`src/rtl/down_timer_arbiter_if.sv`:
```
// Handshake bundle between the two timer requesters and the shared down-counter arbiter.
`timescale 1ns/1ps
interface down_timer_arbiter_if #(
  parameter int WIDTH = 4
);
  logic [1:0]       req;
  logic [WIDTH-1:0] load0;
  logic [WIDTH-1:0] load1;
  logic [1:0]       gnt;
  logic             busy;
  logic [1:0]       done;
  logic [WIDTH-1:0] count;

  modport master (
    output req, load0, load1,
    input  gnt, busy, done, count
  );

  modport slave (
    input  req, load0, load1,
    output gnt, busy, done, count
  );
endinterface

```
`src/rtl/down_timer_arbiter.sv`:
```
// Round-robin share of one down counter between two requesters; grant 1 cycle after req,
// done L+2 cycles after req; no backpressure, a requester cancels by dropping req mid-count.
`timescale 1ns/1ps
module down_timer_arbiter #(
  parameter int WIDTH = 4
) (
  input  logic                clk,
  input  logic                rst,
  down_timer_arbiter_if.slave bus
);

  typedef enum logic [1:0] {
    IDLE  = 2'd0,
    COUNT = 2'd1,
    DONE  = 2'd2
  } state_t;

  localparam logic [WIDTH-1:0] ONE = {{(WIDTH-1){1'b0}}, 1'b1};

  state_t state;
  logic   last_srv;
  logic   win;
  logic   cur;

  // Winner on contention is whoever was not served last.
  always_comb begin
    win = 1'b0;
    if (bus.req == 2'b11) begin
      win = ~last_srv;
    end else begin
      win = bus.req[1];
    end
  end

  assign cur = bus.gnt[1];

  always_ff @(posedge clk) begin
    if (rst) begin
      state     <= IDLE;
      bus.gnt   <= 2'b00;
      bus.done  <= 2'b00;
      bus.busy  <= 1'b0;
      bus.count <= '0;
      last_srv  <= 1'b1;
    end else begin
      case (state)
        IDLE: begin
          bus.done <= 2'b00;
          if (bus.req != 2'b00) begin
            state     <= COUNT;
            bus.gnt   <= win ? 2'b10 : 2'b01;
            bus.busy  <= 1'b1;
            bus.count <= win ? bus.load1 : bus.load0;
          end
        end

        COUNT: begin
          // A cancel beats reaching zero: no done is owed to a requester that left.
          if (!bus.req[cur]) begin
            state     <= IDLE;
            bus.gnt   <= 2'b00;
            bus.busy  <= 1'b0;
            bus.count <= '0;
            last_srv  <= cur;
          end else if (bus.count == '0) begin
            state    <= DONE;
            bus.done <= bus.gnt;
          end else begin
            bus.count <= bus.count - ONE;
          end
        end

        DONE: begin
          state     <= IDLE;
          bus.gnt   <= 2'b00;
          bus.done  <= 2'b00;
          bus.busy  <= 1'b0;
          bus.count <= '0;
          last_srv  <= cur;
        end

        default: begin
          state     <= IDLE;
          bus.gnt   <= 2'b00;
          bus.done  <= 2'b00;
          bus.busy  <= 1'b0;
          bus.count <= '0;
        end
      endcase
    end
  end

endmodule

```
`src/flat_wrapper.sv`:
```
// flat-port wrapper written by rule: the top's interface ports become plain ports
module down_timer_arbiter_flat 
#(
  parameter int WIDTH = 4
)
  (clk, rst, bus_req, bus_load0, bus_load1, bus_gnt, bus_busy, bus_done, bus_count);
  down_timer_arbiter_if #(.WIDTH(WIDTH)) bus_i ();
  input  logic clk;
  input  logic rst;
  input wire logic [$bits(bus_i.req)-1:0] bus_req;
  input wire logic [$bits(bus_i.load0)-1:0] bus_load0;
  input wire logic [$bits(bus_i.load1)-1:0] bus_load1;
  output wire logic [$bits(bus_i.gnt)-1:0] bus_gnt;
  output wire logic [$bits(bus_i.busy)-1:0] bus_busy;
  output wire logic [$bits(bus_i.done)-1:0] bus_done;
  output wire logic [$bits(bus_i.count)-1:0] bus_count;
  assign bus_i.req = bus_req;
  assign bus_i.load0 = bus_load0;
  assign bus_i.load1 = bus_load1;
  assign bus_gnt = bus_i.gnt;
  assign bus_busy = bus_i.busy;
  assign bus_done = bus_i.done;
  assign bus_count = bus_i.count;
  down_timer_arbiter #(.WIDTH(WIDTH)) u_core (.clk(clk), .rst(rst), .bus(bus_i));
endmodule
```
`config.mk`:
```
export PLATFORM = sky130hd
export DESIGN_NAME = down_timer_arbiter_flat
export DESIGN_NICKNAME = d
export VERILOG_FILES = /design/src/rtl/down_timer_arbiter_if.sv /design/src/rtl/down_timer_arbiter.sv /design/src/flat_wrapper.sv
export SDC_FILE = /design/constraint.sdc
export NUM_CORES = 1
export LEC_CHECK = 0
export CAP_MARGIN = 20
export CELL_PAD_IN_SITES_DETAIL_PLACEMENT = 1
export CELL_PAD_IN_SITES_GLOBAL_PLACEMENT = 2
export CORE_ASPECT_RATIO = 1.1
export CORE_MARGIN = 5
export CORE_UTILIZATION = 30
export CTS_BUF_LIST = sky130_fd_sc_hd__clkbuf_4 sky130_fd_sc_hd__clkbuf_8
export DETAILED_ROUTE_END_ITERATION = 6
export GPL_ROUTABILITY_DRIVEN = 0
export PLACE_DENSITY_LB_ADDON = 0.12
export SLEW_MARGIN = 15
export SYNTH_ARGS = -nofsm -noshare
export SYNTH_HDL_FRONTEND = slang
export SYNTH_SLANG_ARGS = --single-unit
```
`constraint.sdc`:
```
create_clock -name clk -period 4.88 [get_ports clk]
set_clock_uncertainty 0.2 [all_clocks]
set_input_delay 1.22 -clock clk [delete_from_list [all_inputs] [get_ports clk]]
set_output_delay 1.22 -clock clk [all_outputs]
set_load 0.005 [all_outputs]
```
== Word-level counts from Yosys, hierarchy flattened ==
Index checks and enable logic that the tools add are counted.

* Flip-flop bits (word level): 12
* Input port bits: 12
* Output and inout port bits: 9
* Word-level logic and storage cells: 48

* Add/sub/neg operators: 1
* Order comparisons: 1
* Eq/ne operators: 7
* Multiplexer cells: 21
* Bitwise operators: 2
* Reductions and logical operators: 10

{| class="wikitable"
|+ Operators with widths
! kind !! number
|-
| 4-bit two-way mux || 4
|-
| 2-bit two-way mux || 6
|-
| 2-bit AND reduction || 5
|-
| 2-bit one-hot mux with 2 select lines || 2
|-
| 4-bit one-hot mux with 2 select lines || 1
|-
| 1-bit two-way mux || 6
|-
| 3-bit != test (second input constant) || 2
|-
| 2-bit == test (second input constant) || 2
|-
| 4-bit zero test || 1
|-
| 1-bit one-hot mux with 2 select lines || 2
|-
| 2-bit nonzero test || 2
|-
| 4-bit by 1-bit subtractor with 4-bit output (second input constant) || 1
|-
| 2-bit by 1-bit == test with 1-bit output (second input constant) || 1
|-
| 2-bit zero test || 1
|-
| 1-bit by 2-bit < comparator with 1-bit output (second input constant) || 1
|-
| 2-bit by 1-bit != test with 1-bit output (second input constant) || 1
|-
| 2-bit != test (second input constant) || 1
|-
| 1-bit inverter || 2
|-
| 2-bit OR reduction || 1
|}

== Logic depth before layout (Yosys ltp) ==
* Depth in word-level cells: 5
* Depth in mapped cells: 7
* Depth with buffers taken out: 6

== Worst setup path after synthesis ==
Ideal clock, no wire load.

* Path kind: input-to-reg
* From: in bus_req[0]
* To: reg u_core.bus.count[3]
* Library setup time: 0.125 ns
* Arrival: 2.065 ns
* Required time: 4.555 ns
* Slack: 2.489 ns
* Stages: 4
* Path buffers: 0
* Cells stage by stage: or4_1 -> o311a_4 -> o31ai_1 -> a21oi_2

* Word-level cells in the longest chain between the ends: 5
* Elaborated cells on any way between the ends: 12
* Classes of those cells: eq/ne (3); mux (7); reduce/logical (2)

{| class="wikitable"
|+ RTL lines
! element !! RTL line !! source
|-
| from (decl) || flat_wrapper.sv:10 || <nowiki>input wire logic [$bits(bus_i.req)-1:0] bus_req;</nowiki>
|-
| 2-bit == test || down_timer_arbiter.sv:28 || <nowiki>if (bus.req == 2'b11) begin</nowiki>
|-
| 1-bit two-way mux || down_timer_arbiter.sv:28 ||
|-
| 4-bit two-way mux || down_timer_arbiter.sv:53 || <nowiki>bus.count <= win ? bus.load1 : bus.load0;</nowiki>
|-
| 4-bit two-way mux || down_timer_arbiter.sv:49 || <nowiki>if (bus.req != 2'b00) begin</nowiki>
|-
| 4-bit one-hot mux with 2 select lines || down_timer_arbiter.sv:46 || <nowiki>case (state)</nowiki>
|-
| to (signal assigned) || down_timer_arbiter.sv:53 ||
|-
| to (signal assigned) || down_timer_arbiter.sv:69 || <nowiki>bus.count <= bus.count - ONE;</nowiki>
|-
| to (decl) || down_timer_arbiter_if.sv:21 || <nowiki>output gnt, busy, done, count</nowiki>
|}

Several ways; a longest one is shown, not always the timed one. The select of a mux whose other input is x is not followed.
A chain may end at the register's enable or synchronous reset.

== Final worst setup path ==
* From: in bus_req[1]
* To: reg u_core.bus.count[0]

The elaborated chain is that of the path after synthesis.

==> impl_metrics.ini <==
[sta]
tightest_slew_ns = 0.617
setup_viol = 0
max_freq_mhz = 351
worst_hold_slack_ns = 0.295
hold_violations = 0
slew_headroom = 0.585
setup_tns_ns = 0
slew_viol_final = 0
min_period_ns = 2.85
rsz0062_at_grt = false
fin_crit_sh = 0.583

[cts]
clk_transition_reported_paths_ns = 0.09
clock_latency_ns = 0.29
post_cts_resized = 0
clock-root-buffer = clkbuf_4
cts.sinks = 12
h-tree-depth = 1
post_cts_buffers = 0
hold_buffers = 0
cts_tree = built
cts_buffer_depth = 2
cts_buffers = 3

[floorplanning]
core_area_um2 = 2300
die_area_um2 = 3520
start_util = 0.318
row_count = 18
io_pins = 21
fp.dieW_um = 57.0
die_h_um = 61.7

[logic_synthesis]
synth_top_family_by_area = simple AND/OR/NAND/NOR gates
synthXorXnorAreaFrac = 0.0120
yosysTopAreaCell = dfxtp_1
synth-simple-area-share = 0.244
syn_inst = 80
yosys_warnings = 0
synth.area.top_cells = dfxtp_1 33%, nand2_1 3.6%, ha_1 3.4%
async_flop_share = 0
synth_top_flop_cell = dfxtp_1
ys_types = 38
ys_seq_area_frac = 0.329
synth-edff-count = 0
synth_top_area_share = 0.329
synth-seq-cells = 12
synthMuxAreaShare = 0.0789
synth_fa_ha_area_frac = 0.0343
syn_area_um2 = 729
yosysMostFrequentCell = dfxtp_1
synth_common_cells = 12 x dfxtp_1, 7 x nand2_1, 5 x inv_1
syn_avg_cell_area_um2 = 9.12
synth_fp_nets = 94
synth_compound_area_frac = 0.230

[worst_setup_path]
crit_path_max_incr_delay_ns = 0.56
cp.required_ns = 4.84
critPathBufInv = 1
cp_cell_sequence = clkdlybuf4s50_1, a21boi_2, mux2_2, a22oi_1, o22ai_1
slowest_stage = clkdlybuf4s50_1
r2r_start = u_core.bus.count[0]
path_delay_family = compound AO/OA/AOI/OAI gates
startpoint_type = primary input
crit_type = in -> reg
arrival_ns = 2.81
end_kind = flop
worstPathMaxFanout = 8
crit_start = bus_req[1]

[finish]
drive_gt1_frac = 0.158
n_antenna_cell = 0
nets = 116
post-route-util = 0.422
synthToLayoutAreaGrowth_pct = 32.9

[power_and_ir_drop]
power_density_nw_per_um2 = 322
peakVddDrop_mv = 0.113
power_w = 0.000312
leakage_nw = 0.361

[routing]
vias = 709
drt_iter0_drc = 7
ant_nets = 0
wire_per_inst_um = 15.6
route.detailed.drc = 0
vias_per_cell = 5.41
wirelength_um = 2050
first_pass_iters = 4

[placed_design]
io_buffers = 20
dp_hpwl_um = 1550

[grt]
grt_pass1_wl_um = 3530
antenna_found_initial = 0
grt-ovfl-total = 0
grt_max_degree = 12
grt_usage = 0.136
grt_pass1_vias = 735

[run_status]
run_status = finished, final reports clean

[job]
cap_violations = 0

[worst_hold_path]
hold_class = reg -> reg
hp-start = u_core.bus.busy
## layout make-up
class                           count  area, µm²
Clock buffer                        4       36.3
Fill cell                         287       1330
Inverter                            5       18.8
Multi-Input combinational cell     60        437
Sequential cell                    12        240
Tap cell                           30       37.5
Timing Repair Buffer               20        200
## layer usage
| metal | share of wire | up-vias | wire length (µm) | global-route usage |
|---|---|---|---|---|
| met5 | 0 | - | 0 | 0 |
| met4 | 0.026 | 0 | 54 | 0.0993 |
| met3 | 0.060 | 4 | 122 | 0.0579 |
| met2 | 0.46 | 22 | 946 | 0.209 |
| met1 | 0.45 | 347 | 924 | 0.152 |
| li1 | - | 336 | - | - |
## cell usage in the layout (no fill, tap or decap), types with 2 or more instances in the layout
cell,synthesis,layout
a21oi_2,2,2
o31ai_1,3,3
or4_1,3,3
o21ai_1,4,4
nor3_1,4,4
clkdlybuf4s50_1,0,20
a21oi_1,4,4
clkbuf_4,0,3
nor2_2,2,2
ha_1,2,2
nor2_1,2,2
nand2_1,7,7
nand3_1,2,2
inv_1,5,5
mux2_2,2,2
nand2b_1,2,2
dfxtp_1,12,12
and3b_1,2,2
## stage by stage
step / worst slack, ns / area, µm² / std cells
floorplan: 2.49 / 729 / 80
global placement: 1.77 / 933 / 127
detailed placement: 1.73 / 933 / 127
CTS: 2.04 / 970 / 131
global route: 1.99 / 970 / 131
finish: 2.03 / 970 / 131
## final timing paths
check	slack [ns]	to	cells past startpoint
setup / recovery	2.03	u_core.bus.count[0]	5
hold / removal	0.29	u_core.bus.busy	2
setup reg to reg	2.92	u_core.bus.count[0]	6
hold reg to reg	0.29	u_core.bus.busy	2
## cells by family after synthesis
family / after synthesis
muxes: 5
DFF: 12
and+or+nand+nor: 30
AOI/OAI and AO/OA: 22
xor gates and xnor gates: 1
buffers and inverters: 8
adders and majority gates: 2
## worst register-to-register path, cell delays in order, from the launching register on
cell	delay, ns
dfxtp_1	0.36
inv_1	0.12
ha_1	0.14
or3b_1	0.47
o311a_4	0.36
nand2_1	0.10
o22ai_1	0.07
## state kept, by name, indices dropped and copies added, names as in the netlist
signal,count
u_core.state,2
u_core.last_srv,1
u_core.bus.done,2
u_core.bus.busy,1
u_core.bus.gnt,2
u_core.bus.count,4
## power breakdown
part / internal (W) / switching (W)
clock network: 0.0000455 / 0.0000406
registers: 0.000109 / 0.0000138
logic: 0.0000540 / 0.0000497
total: 0.000208 / 0.000104
Power figures use the tool's default switching activity.
